$ cat src/rtl/bpsk_feeder_pkg.sv
// Shared types and constants for the BPSK symbol feeder and its upstream helpers.
package bpsk_feeder_pkg;

    localparam int BYTE_W            = 8;
    localparam int DEF_SYMBOL_CYCLES = 16;

    typedef enum logic {
        IDLE = 1'b0,
        SEND = 1'b1
    } state_e;

    typedef struct packed {
        logic [BYTE_W-1:0] data;
        logic              last;
    } byte_ent_t;

endpackage

$ cat src/rtl/axis_byte_hold.sv
// One-entry AXI4-Stream holding buffer. TREADY is registered and reports an empty buffer.
module axis_byte_hold
    import bpsk_feeder_pkg::*;
(
    input  logic              clk_i,
    input  logic              rst_i,
    input  logic [BYTE_W-1:0] s_tdata_i,
    input  logic              s_tvalid_i,
    input  logic              s_tlast_i,
    output logic              s_tready_o,
    input  logic              pop_i,
    output logic              buf_valid_o,
    output byte_ent_t         buf_o
);

    logic      buf_valid_q, buf_valid_d;
    byte_ent_t buf_q, buf_d;
    logic      tready_q;
    logic      push;

    assign push = s_tvalid_i && tready_q;

    always_comb begin
        // NOTE: every next-state value gets a default first, so no path can infer a latch.
        buf_valid_d = buf_valid_q;
        buf_d       = buf_q;
        if (pop_i) begin
            buf_valid_d = 1'b0;
        end
        if (push) begin
            buf_valid_d = 1'b1;
            buf_d       = '{data: s_tdata_i, last: s_tlast_i};
        end
    end

    always_ff @(posedge clk_i or posedge rst_i) begin
        if (rst_i) begin
            buf_valid_q <= 1'b0;
            buf_q       <= '0;
            // NOTE: TREADY has its own flop so it reads 0 during reset rather than !buf_valid.
            tready_q    <= 1'b0;
        end else begin
            buf_valid_q <= buf_valid_d;
            buf_q       <= buf_d;
            tready_q    <= !buf_valid_d;
        end
    end

    assign s_tready_o  = tready_q;
    assign buf_valid_o = buf_valid_q;
    assign buf_o       = buf_q;

endmodule

$ cat src/rtl/bpsk_symbol_feeder.sv
// Serialises AXI4-Stream bytes MSB-first into BPSK symbols of SYMBOL_CYCLES clocks and
// drives the shared gen_en / phase_ctrl inputs of the phase-generator lanes.
module bpsk_symbol_feeder
    import bpsk_feeder_pkg::*;
#(
    parameter int SYMBOL_CYCLES = DEF_SYMBOL_CYCLES,
    parameter bit DIFF_ENC      = 1'b0
) (
    input  logic              S_AXIS_ACLK,
    input  logic              S_AXIS_ARESET,
    input  logic [BYTE_W-1:0] S_AXIS_TDATA,
    input  logic              S_AXIS_TVALID,
    input  logic              S_AXIS_TLAST,
    output logic              S_AXIS_TREADY,
    output logic              gen_en,
    output logic              phase_ctrl,
    output logic              sym_strobe,
    output logic              frame_done,
    output logic              underrun
);

    localparam int              CNT_W    = $clog2(SYMBOL_CYCLES);
    localparam logic [CNT_W-1:0] SYM_LAST = CNT_W'(SYMBOL_CYCLES - 1);

    state_e            state_q;
    logic [BYTE_W-1:0] shift_q;
    logic              last_q;
    logic [2:0]        bit_cnt_q;
    logic [CNT_W-1:0]  sym_cnt_q;
    logic              gen_en_q, phase_q, strobe_q, done_q, under_q;

    logic      buf_valid;
    byte_ent_t buf_ent;
    logic      sym_first, sym_last, at_byte_end, load;

    assign sym_first   = (sym_cnt_q == '0);
    assign sym_last    = (sym_cnt_q == SYM_LAST);
    assign at_byte_end = (state_q == SEND) && sym_last && (bit_cnt_q == 3'd7);
    // The buffer is drained either to start a frame or to continue one with no gap.
    assign load        = buf_valid && ((state_q == IDLE) || at_byte_end);

    axis_byte_hold u_hold (
        .clk_i       (S_AXIS_ACLK),
        .rst_i       (S_AXIS_ARESET),
        .s_tdata_i   (S_AXIS_TDATA),
        .s_tvalid_i  (S_AXIS_TVALID),
        .s_tlast_i   (S_AXIS_TLAST),
        .s_tready_o  (S_AXIS_TREADY),
        .pop_i       (load),
        .buf_valid_o (buf_valid),
        .buf_o       (buf_ent)
    );

    always_ff @(posedge S_AXIS_ACLK or posedge S_AXIS_ARESET) begin
        if (S_AXIS_ARESET) begin
            state_q   <= IDLE;
            shift_q   <= '0;
            last_q    <= 1'b0;
            bit_cnt_q <= '0;
            sym_cnt_q <= '0;
            gen_en_q  <= 1'b0;
            phase_q   <= 1'b0;
            strobe_q  <= 1'b0;
            done_q    <= 1'b0;
            under_q   <= 1'b0;
        end else begin
            strobe_q <= 1'b0;
            done_q   <= 1'b0;
            under_q  <= 1'b0;
            unique case (state_q)
                IDLE: begin
                    gen_en_q <= 1'b0;
                    phase_q  <= 1'b0;
                    if (load) begin
                        shift_q   <= buf_ent.data;
                        last_q    <= buf_ent.last;
                        bit_cnt_q <= '0;
                        sym_cnt_q <= '0;
                        state_q   <= SEND;
                    end
                end
                SEND: begin
                    gen_en_q <= 1'b1;
                    if (sym_first) begin
                        strobe_q <= 1'b1;
                        // Differential mode toggles the running phase on a 1 bit.
                        phase_q  <= shift_q[BYTE_W-1] ^ (DIFF_ENC & phase_q);
                    end
                    if (!sym_last) begin
                        sym_cnt_q <= sym_cnt_q + CNT_W'(1);
                    end else begin
                        sym_cnt_q <= '0;
                        if (!at_byte_end) begin
                            shift_q   <= shift_q << 1;
                            bit_cnt_q <= bit_cnt_q + 3'd1;
                        end else if (load) begin
                            shift_q   <= buf_ent.data;
                            last_q    <= buf_ent.last;
                            bit_cnt_q <= '0;
                        end else begin
                            done_q    <= last_q;
                            under_q   <= !last_q;
                            bit_cnt_q <= '0;
                            state_q   <= IDLE;
                        end
                    end
                end
                default: state_q <= IDLE;
            endcase
        end
    end

    assign gen_en     = gen_en_q;
    assign phase_ctrl = phase_q;
    assign sym_strobe = strobe_q;
    assign frame_done = done_q;
    assign underrun   = under_q;

endmodule

$ cat config.mk
export PLATFORM = sky130hd
export DESIGN_NAME = bpsk_symbol_feeder
export DESIGN_NICKNAME = d
export VERILOG_FILES = /design/src/rtl/bpsk_feeder_pkg.sv /design/src/rtl/axis_byte_hold.sv /design/src/rtl/bpsk_symbol_feeder.sv
export SDC_FILE = /design/constraint.sdc
export NUM_CORES = 1
export LEC_CHECK = 0
export ABC_CLOCK_PERIOD_IN_PS = 2800
export CAP_MARGIN = 20
export CORE_UTILIZATION = 58
export DETAILED_ROUTE_END_ITERATION = 8
export GPL_TIMING_DRIVEN = 0
export PLACE_DENSITY = 0.83
export SYNTH_ARGS = -nofsm -noshare
export SYNTH_HDL_FRONTEND = slang
export SYNTH_SLANG_ARGS = --single-unit
$ cat constraint.sdc
create_clock -name S_AXIS_ACLK -period 2.8 [get_ports S_AXIS_ACLK]
set_input_delay 0.56 -clock S_AXIS_ACLK [delete_from_list [all_inputs] [get_ports S_AXIS_ACLK]]
set_output_delay 0.56 -clock S_AXIS_ACLK [all_outputs]
set_load 0.005 [all_outputs]
## Yosys cells after proc, flatten, opt, wreduce, memory -nomap -nowiden

Cells that the tools add are included.

| storage, ports and cells | value |
|---|---|
| bits in latches | 0 |
| word-level logic and storage cells | 67 |
| memories | 0 |
| memory bits (read-only) | 0 |
| register bits after elaboration | 33 |
| bits in writable memories | 0 |
| output and inout bits | 6 |

| operators by class | value |
|---|---|
| mux-type cells | 34 |
| reduce and logical (&&, ||, !) cells | 10 |
| multiply operators | 0 |
| bitwise gates (word level) | 1 |
| div/mod/pow operators | 0 |
| magnitude comparators | 0 |
| $add $sub $neg | 2 |
| shifts and indexed selects | 0 |
| eq/ne operators | 6 |

Operator list:

| operator | count |
|---|---|
| $mux W8 | 3 |
| $mux W1 | 19 |
| $pmux W8 S2 | 1 |
| $mux W3 | 3 |
| $mux W4 | 2 |
| $pmux W1 S2 | 4 |
| $pmux W4 S2 | 1 |
| $ne A2 B1 Y1 const B | 3 |
| $pmux W3 S2 | 1 |
| $add A4 B1 Y4 const B | 1 |
| $eq A4 B4 Y1 const B | 1 |
| $logic_and A1 B1 Y1 | 4 |
| $logic_not A4 Y1 | 1 |
| $reduce_and A2 Y1 | 2 |
| $add A3 B1 Y3 const B | 1 |
| $eq A3 B3 Y1 const B | 1 |
| $logic_not A1 Y1 | 2 |
| $ne A2 B2 Y1 const B | 1 |
| $logic_or A1 B1 Y1 | 1 |
| $not A1 Y1 | 1 |

## Longest topological paths before layout

Gate-level depths: netlist of the first run.

| logic depth | value |
|---|---|
| depth after elaboration | 9 |
| mapped depth | 6 |
| gate-level depth less buffers | 5 |

## Cells and area by module

A second synthesis of the first run with hierarchy kept.

| second synthesis, totals | value |
|---|---|
| cells, all modules | 135 |
| area, all modules | 1615.3 sq um |

By module, submodules not included:

| module | area each (sq um) | cells an instance | instances | sequential area each (sq um) |
|---|---|---|---|---|
| bpsk_symbol_feeder | 1171.1 | 109 | 1 | 550.5 |
| axis_byte_hold | 444.2 | 26 | 1 | 275.3 |

## Worst setup path before layout of the first run

Ideal clock, no wire load.

| timing | value |
|---|---|
| path type | register to register |
| from | reg bit_cnt_q[0] |
| to | reg shift_q[1] |
| data arrival time | 1510 ps |
| path slack | 1164 ps |
| stages on the path, launching flop included | 7 |
| data required time | 2674 ps |
| path through | dfrtp_1 -> ha_1 -> ha_1 -> nor2b_1 -> clkbuf_2 -> o2bb2ai_2 -> a221o_1 |

| on the way | value |
|---|---|
| word-level cells in the longest chain between the ends | 8 |

Ends and longest elaborated chain:

| item | RTL line | source |
|---|---|---|
| start, declared | bpsk_symbol_feeder.sv:28 | `logic [2:0] bit_cnt_q;` |
| start signal, assigned | bpsk_symbol_feeder.sv:95 | `bit_cnt_q <= bit_cnt_q + 3'd1;` |
| $eq A3 B3 Y1 (*) | bpsk_symbol_feeder.sv:38 | `assign at_byte_end = (state_q == SEND) && sym_last && (bit_cnt_q == 3'd7);` |
| $logic_and A1 B1 Y1 (*) | bpsk_symbol_feeder.sv:38 |  |
| $logic_or A1 B1 Y1 | bpsk_symbol_feeder.sv:40 | `assign load = buf_valid && ((state_q == IDLE) \|\| at_byte_end);` |
| $logic_and A1 B1 Y1 | bpsk_symbol_feeder.sv:40 |  |
| $mux W8 | n/a |  |
| $mux W8 | bpsk_symbol_feeder.sv:93 | `if (!at_byte_end) begin` |
| $mux W8 | bpsk_symbol_feeder.sv:89 | `if (!sym_last) begin` |
| $pmux W8 S2 (*) | bpsk_symbol_feeder.sv:70 | `unique case (state_q)` |
| end signal, assigned | bpsk_symbol_feeder.sv:75 | `shift_q <= buf_ent.data;` |
| end signal, assigned | bpsk_symbol_feeder.sv:94 | `shift_q <= shift_q << 1;` |
| end signal, assigned | bpsk_symbol_feeder.sv:97 | `shift_q <= buf_ent.data;` |
| end, declared | bpsk_symbol_feeder.sv:26 | `logic [BYTE_W-1:0] shift_q;` |

Mark *: on every way between the ends. The rest lies on a longest branch, timed or not. The select of a mux whose other input is x is not followed.
A chain may end at the register's enable or synchronous reset.

## Worst setup path after layout of the first run

| timing | value |
|---|---|
| from | reg bit_cnt_q[0] |
| to | reg shift_q[6] |

Same word-level chain as after synthesis.

==> impl_metrics.ini, run 1 <==
[yosys]
synth_compound_area_share_pct = 11.6
synth_top_area_cell = dfrtp_1
syn-cell-area_um2 = 1490
synth-edff-count = 0
syn_avg_cell_area_um2 = 12.7
synth.top_cell.area_share_pct = 55.5
synthAdderAreaFrac_pct = 3.36
synth_ff_type = dfrtp_1
synth_area_leaders = dfrtp_1 55%, mux2_2 8.3%, a221o_1 4.7%
synthTopCellsByCount = 33 x dfrtp_1, 11 x mux2_2, 7 x a221o_1, 7 x and3_2
synthXorXnorAreaFrac_pct = 0
yosysMostFrequentCell = dfrtp_1
synthMuxAreaShare_pct = 12.0
ys_seq_area_share_pct = 55.5
synth-seq-cells = 33
synth_cells = 117
yosysUniqueCellTypes = 33
yosys_warnings = 0
synthSimpleGateAreaFrac_pct = 12.9
async_flop_share_pct = 100
synthesis.nets = 133
synth_top_family_by_area = simple AND/OR/NAND/NOR gates

[detailed_routing]
first_pass_iters = 4
drc = 0
drt_iter0_drc = 23
wirelength_mm = 2.73
wl_per_cell_um = 16.1
drtAntennaViolNets = 0
vias = 1021
via_per_inst = 6.01

[global_route]
antenna_found_initial = 0
grt_pass1_vias = 1000
grt_pass1_wl_mm = 4.46
grt_usage_pct = 23.8
globalRouteOverflowTotal = 0
grt_max_degree = 24

[sta]
hold_viol_final = 0
worst_slew_pin_slew_ps = 505
finClkSkew_ps = 7.78
fmax_mhz = 535
post-route-min-period_ps = 1870
max-slew-margin-rel_pct = 66.3
setup_viol = 0
finalMaxSlewViolations = 0
finalSetupTns_ps = 0
rsz0062_at_grt = false
finalCritPeriodShare_pct = 66.7

[power]
peakVddDrop_uv = 451
power_density_nw_per_um2 = 511
power_uw = 908
power.leakage_uw = 0.000813

[setup_path]
criticalPathCategory = flip-flop to flip-flop
cp.required_ps = 3010
crit_slowest_cell = dfrtp_1
cp-end-kind = flip-flop
cpPeakStageDelay_ps = 420
crit_path_cell_trace = ha_1 > ha_1 > nor2b_1 > clkbuf_2 > o2bb2ai_2 > a221o_1
startpoint_type = flip-flop
r2r_cells = 6
cpMostUsedCell = ha_1
cp_max_fo = 10
worstPathArrival_ps = 2080

[final_layout]
antenna_cells = 0
areaGrowthSynthToFinish_pct = 19.3
final_area_um2 = 1780
drive_gt1_share_pct = 26.8
nets = 158
final_cell_count_no_fill = 170

[cts]
numCtsBuffers = 5
root_buffer = clkbuf_4
cts.sinks = 33
cts.path.max_buffers = 2
post_cts_buffers = 0
htree_levels = 2
cts_resized = 0
clk_pin_slew_ps = 90
cts_tree = built
cts_hold_buffers = 0
clock_latency_ps = 330

[floorplan]
die_w_um = 52.7
num_rows = 17
core_um2 = 2320
ios = 18
die_h_um = 52.7
start_util_pct = 64.2
dieArea_um2 = 2770

[run_status]
status = finished clean

[place]
dp_hpwl_mm = 1.96
post_dp_cell_area_um2 = 1720
io_buffers = 17
post-place-cells = 163
finalWeightedCongestion = 0.754

[job]
max_cap_viol_count = 0

[hold_path]
hold_depth = 0
worstHoldPathType = flip-flop to flip-flop
==> cell type report <==
type | count | area (um2)
Tap cell | 28 | 35.0
Sequential cell | 33 | 826
Inverter | 6 | 22.5
Buffer | 7 | 47.5
Timing Repair Buffer | 18 | 198
Fill cell | 150 | 542
Clock buffer | 7 | 55.1
Multi-Input combinational cell | 71 | 593
==> where the power goes <==
part / total [uW] / switching, uW / internal (uW)
clock network: 261 / 142 / 118
registers: 551 / 25.1 / 526
logic: 96.5 / 35.7 / 60.7
==> stage by stage <==
stage / hold slack, ps / setup WS, ps / utilization, %
after detailed placement: 379 / 940 / 74.3
after floorplan: 362 / 1160 / -
after global placement: 372 / 819 / 73.1
after global routing: 434 / 831 / 76.6
after CTS: 402 / 930 / 76.6
final: 401 / 932 / 76.6
==> registers in the layout, indices dropped and copies added, names as in the netlist, 3 cells and up <==
name          cells
bit_cnt_q         3
shift_q           8
sym_cnt_q         4
u_hold.buf_o      9
==> kinds of logic after synthesis <==
kind of cell               count (synthesis)
DFF                                       33
AOI/OAI and AO/OA                         19
adders and majority gates                  4
buffers and inverters                     13
and+or+nand+nor                           32
muxes                                     16
==> final timing paths <==
path                                          start                  endpoint  slack, ps
setup / recovery           bit_cnt_q[0]$_DFFE_PP0P_    shift_q[6]$_DFFE_PP0N_        930
hold / removal                    state_q$_DFF_PP0_          gen_en$_DFF_PP0_        400
setup reg to reg           bit_cnt_q[0]$_DFFE_PP0P_    shift_q[6]$_DFFE_PP0N_        930
hold reg to reg                   state_q$_DFF_PP0_          gen_en$_DFF_PP0_        400
max in group asynchronous             S_AXIS_ARESET  bit_cnt_q[1]$_DFFE_PP0P_       1750
min in group asynchronous             S_AXIS_ARESET    shift_q[3]$_DFFE_PP0N_        570
==> critical path, delay by kind of cell, from the launching register on <==
family / cells / cell delay, ps
AND/OR/NAND/NOR: 1 / 130
flip-flops: 1 / 420
adder cells (fa/ha/maj): 2 / 440
buffers and inverters: 1 / 220
AO/OA/AOI/OAI: 2 / 540
==> routing by layer <==
metal	routed length, um	vias up	part of all wire (%)	GRT usage (%)
met3	157	4	5.8	6.96
met4	17	0	0.62	11.8
met1	1200	507	44	27.9
li1	-	474	-	-
met5	0	-	0	0
met2	1360	36	50	39.2
==> cells in the final DEF, fill, tap and decap left out, drive strengths merged, types with 2 or more instances in the layout <==
master         synthesis  routed
and2                   4       4
mux2                  12      12
nor4                   2       2
ha                     4       4
dfrtp                 33      33
nand2                  6       6
clkdlybuf4s50          0      17
nand4                  2       2
nor2                   2       2
clkbuf                 1       8
buf                    6       7
a221o                  7       7
a21oi                  5       5
nand3                  3       3
mux2i                  4       4
inv                    6       6
and3                   8       8
nor2b                  2       2
Power figures use the tool's default switching activity.
==> inputs of run 2 (changes only) <==
ABC_CLOCK_PERIOD_IN_PS = 1500   (was 2800)
CORE_UTILIZATION = 49   (was 58)
PLACE_DENSITY = 0.74   (was 0.83)
clock period = 1.5 ns   (was 2.8 ns; I/O delays follow)
==> impl_metrics.ini, run 2 (synthesized netlist as in run 1, its figures left out) <==
[run_status]
status = complete, but fails checks
failed_checks = DRC, setup timing

[place]
finalWeightedCongestion = 0.741
post_dp_cell_area_um2 = 1760
io_buffers = 17
dp_hpwl_mm = 1.85

[sta]
max-slew-margin-rel_pct = 63.3
hold_viol_final = 0
finalCritPeriodShare_pct = 108
setup_viol = 8
rsz0062_at_grt = true
final.setup.worst_slack_ps = -120
finalMaxSlewViolations = 0
fmax_mhz = 617
worst_slew_pin_slew_ps = 550
post-route-min-period_ps = 1620
finClkSkew_ps = 11.9

[cts]
cts.path.max_buffers = 2
clock_latency_ps = 340
htree_levels = 2
cts_hold_buffers = 0
root_buffer = clkbuf_4
cts.sinks = 33
cts_tree = built
clk_pin_slew_ps = 100
numCtsBuffers = 5

[setup_path]
worstPathArrival_ps = 1850
cp_max_fo = 9
reg2reg_slack_ps = -120
cp.required_ps = 1730
cp-end-kind = flip-flop
criticalPathCategory = flip-flop to flip-flop
startpoint_type = flip-flop

[detailed_routing]
drc = 4
first_pass_iters = 6
drt_iter0_drc = 31
vias = 1011
wirelength_mm = 2.76
via_per_inst = 5.59
drtAntennaViolNets = 0
wl_per_cell_um = 15.2

[global_route]
grt_pass1_wl_mm = 4.91
grt_usage_pct = 20.4
grt_max_degree = 23
grt_pass1_vias = 1059
globalRouteOverflowTotal = 0
antenna_found_initial = 0

[final_layout]
drive_gt1_share_pct = 32.7
antenna_cells = 0
areaGrowthSynthToFinish_pct = 28.5
layout_commonest_cell = dfrtp_1
largest_reg_flops = 9
final_cell_mix = 33 x dfrtp_1, 12 x clkdlybuf4s50_1, 11 x mux2_2
final_area_um2 = 1910
nets = 165

[power]
power.leakage_uw = 0.000924
power_switching_uw = 413
pwr-share-seq_pct = 54.1
internal_power_uw = 1490
peakVddDrop_uv = 583
p_clk_share_pct = 36.6
switching_share_pct = 21.7
combPwrFrac_pct = 9.3
power_uw = 1910
power_density_nw_per_um2 = 996

[floorplan]
core_um2 = 2830
die_h_um = 57.1
dieArea_um2 = 3260
num_rows = 19
ios = 18
start_util_pct = 52.6
die_w_um = 57.1

[hold_path]
worstHoldPathType = primary input to async pin

[job]
max_cap_viol_count = 0
run 2: final cells by class:
cell class	count	area, um2
multi-input cells	71	626
plain buffers	7	56.3
clock inverters	1	30.0
flip-flops and latches	33	826
repair buffers	25	259
clock buffers	7	55.1
well taps	31	38.8
inverters	6	22.5
fillers	209	916
run 2: power groups by stage:
stage          Clock, uW  Sequential (uW)  Combinational, uW
4_1_cts              720             1030                182
2_1_floorplan          0             1030                120
3_3_place_gp           0             1040                163
6_report             698             1030                177
5_1_grt              757             1040                199
3_5_place_dp           0             1050                181
run 2: final timing paths:
path	start	endpoint	cells past startpoint
worst max-delay path	bit_cnt_q[0]$_DFFE_PP0P_	shift_q[3]$_DFFE_PP0N_	6
worst min-delay path	S_AXIS_ARESET	shift_q[6]$_DFFE_PP0N_	2
worst max register to register	bit_cnt_q[0]$_DFFE_PP0P_	shift_q[3]$_DFFE_PP0N_	6
worst min register to register	state_q$_DFF_PP0_	gen_en$_DFF_PP0_	0
max in group asynchronous	S_AXIS_ARESET	u_hold.buf_o[1]$_DFFE_PP0P_	3
min in group S_AXIS_ACLK	state_q$_DFF_PP0_	gen_en$_DFF_PP0_	0
run 2: repair_timing:
item	4_1_cts	5_1_grt
pin swaps	1	4
gates resized for setup	3	5
buffers inserted	5	2
endpoints found under the setup margin	13	20
run 2: layer usage:
| layer | track usage, % | share of wire [%] | vias to the layer above |
|---|---|---|---|
| met4 | 8.36 | 1.6 | 0 |
| met2 | 32.6 | 47 | 19 |
| li1 | - | - | 487 |
| met5 | 0 | 0 | - |
| met3 | 6.80 | 4.8 | 5 |
| met1 | 25.6 | 47 | 500 |
run 2: critical path, cell delays in order, from the launching register on:
cell	delay (ps)
dfrtp_1	420
ha_2	200
ha_4	170
nor2b_1	130
clkbuf_8	180
o2bb2ai_4	90
a221o_1	330
run 2: per-stage QoR:
stage               std cells  worst slack [ps]  util [%]  hold WS (ps)  setup TNS [ps]
finish                    181              -120      67.6           298            -874
global route              181              -201      67.6           322           -1830
CTS                       179              -138      66.7           295           -1090
detailed placement        166              -189      62.1           385           -1390
global placement          165              -263      61.2           374           -9660
floorplan                 117             -24.9         -           362           -50.1
==> inputs of run 3 (changes only) <==
ABC_CLOCK_PERIOD_IN_PS = unset   (was 1500)
CORE_UTILIZATION = 58   (was 49)
PLACE_DENSITY = 0.83   (was 0.74)
clock period = 2 ns   (was 1.5 ns; I/O delays follow)
==> results of run 3 <==
The final DEF is identical to that of run 1. Status: finished clean.
Among the figures that moved: setup slack after placement 940 ps -> 140 ps; setup slack after layout 932 ps -> 132 ps; register-to-register setup slack 930 ps -> 130 ps; total power 908 uW -> 1270 uW; worst IR drop on VDD 451 uV -> 631 uV
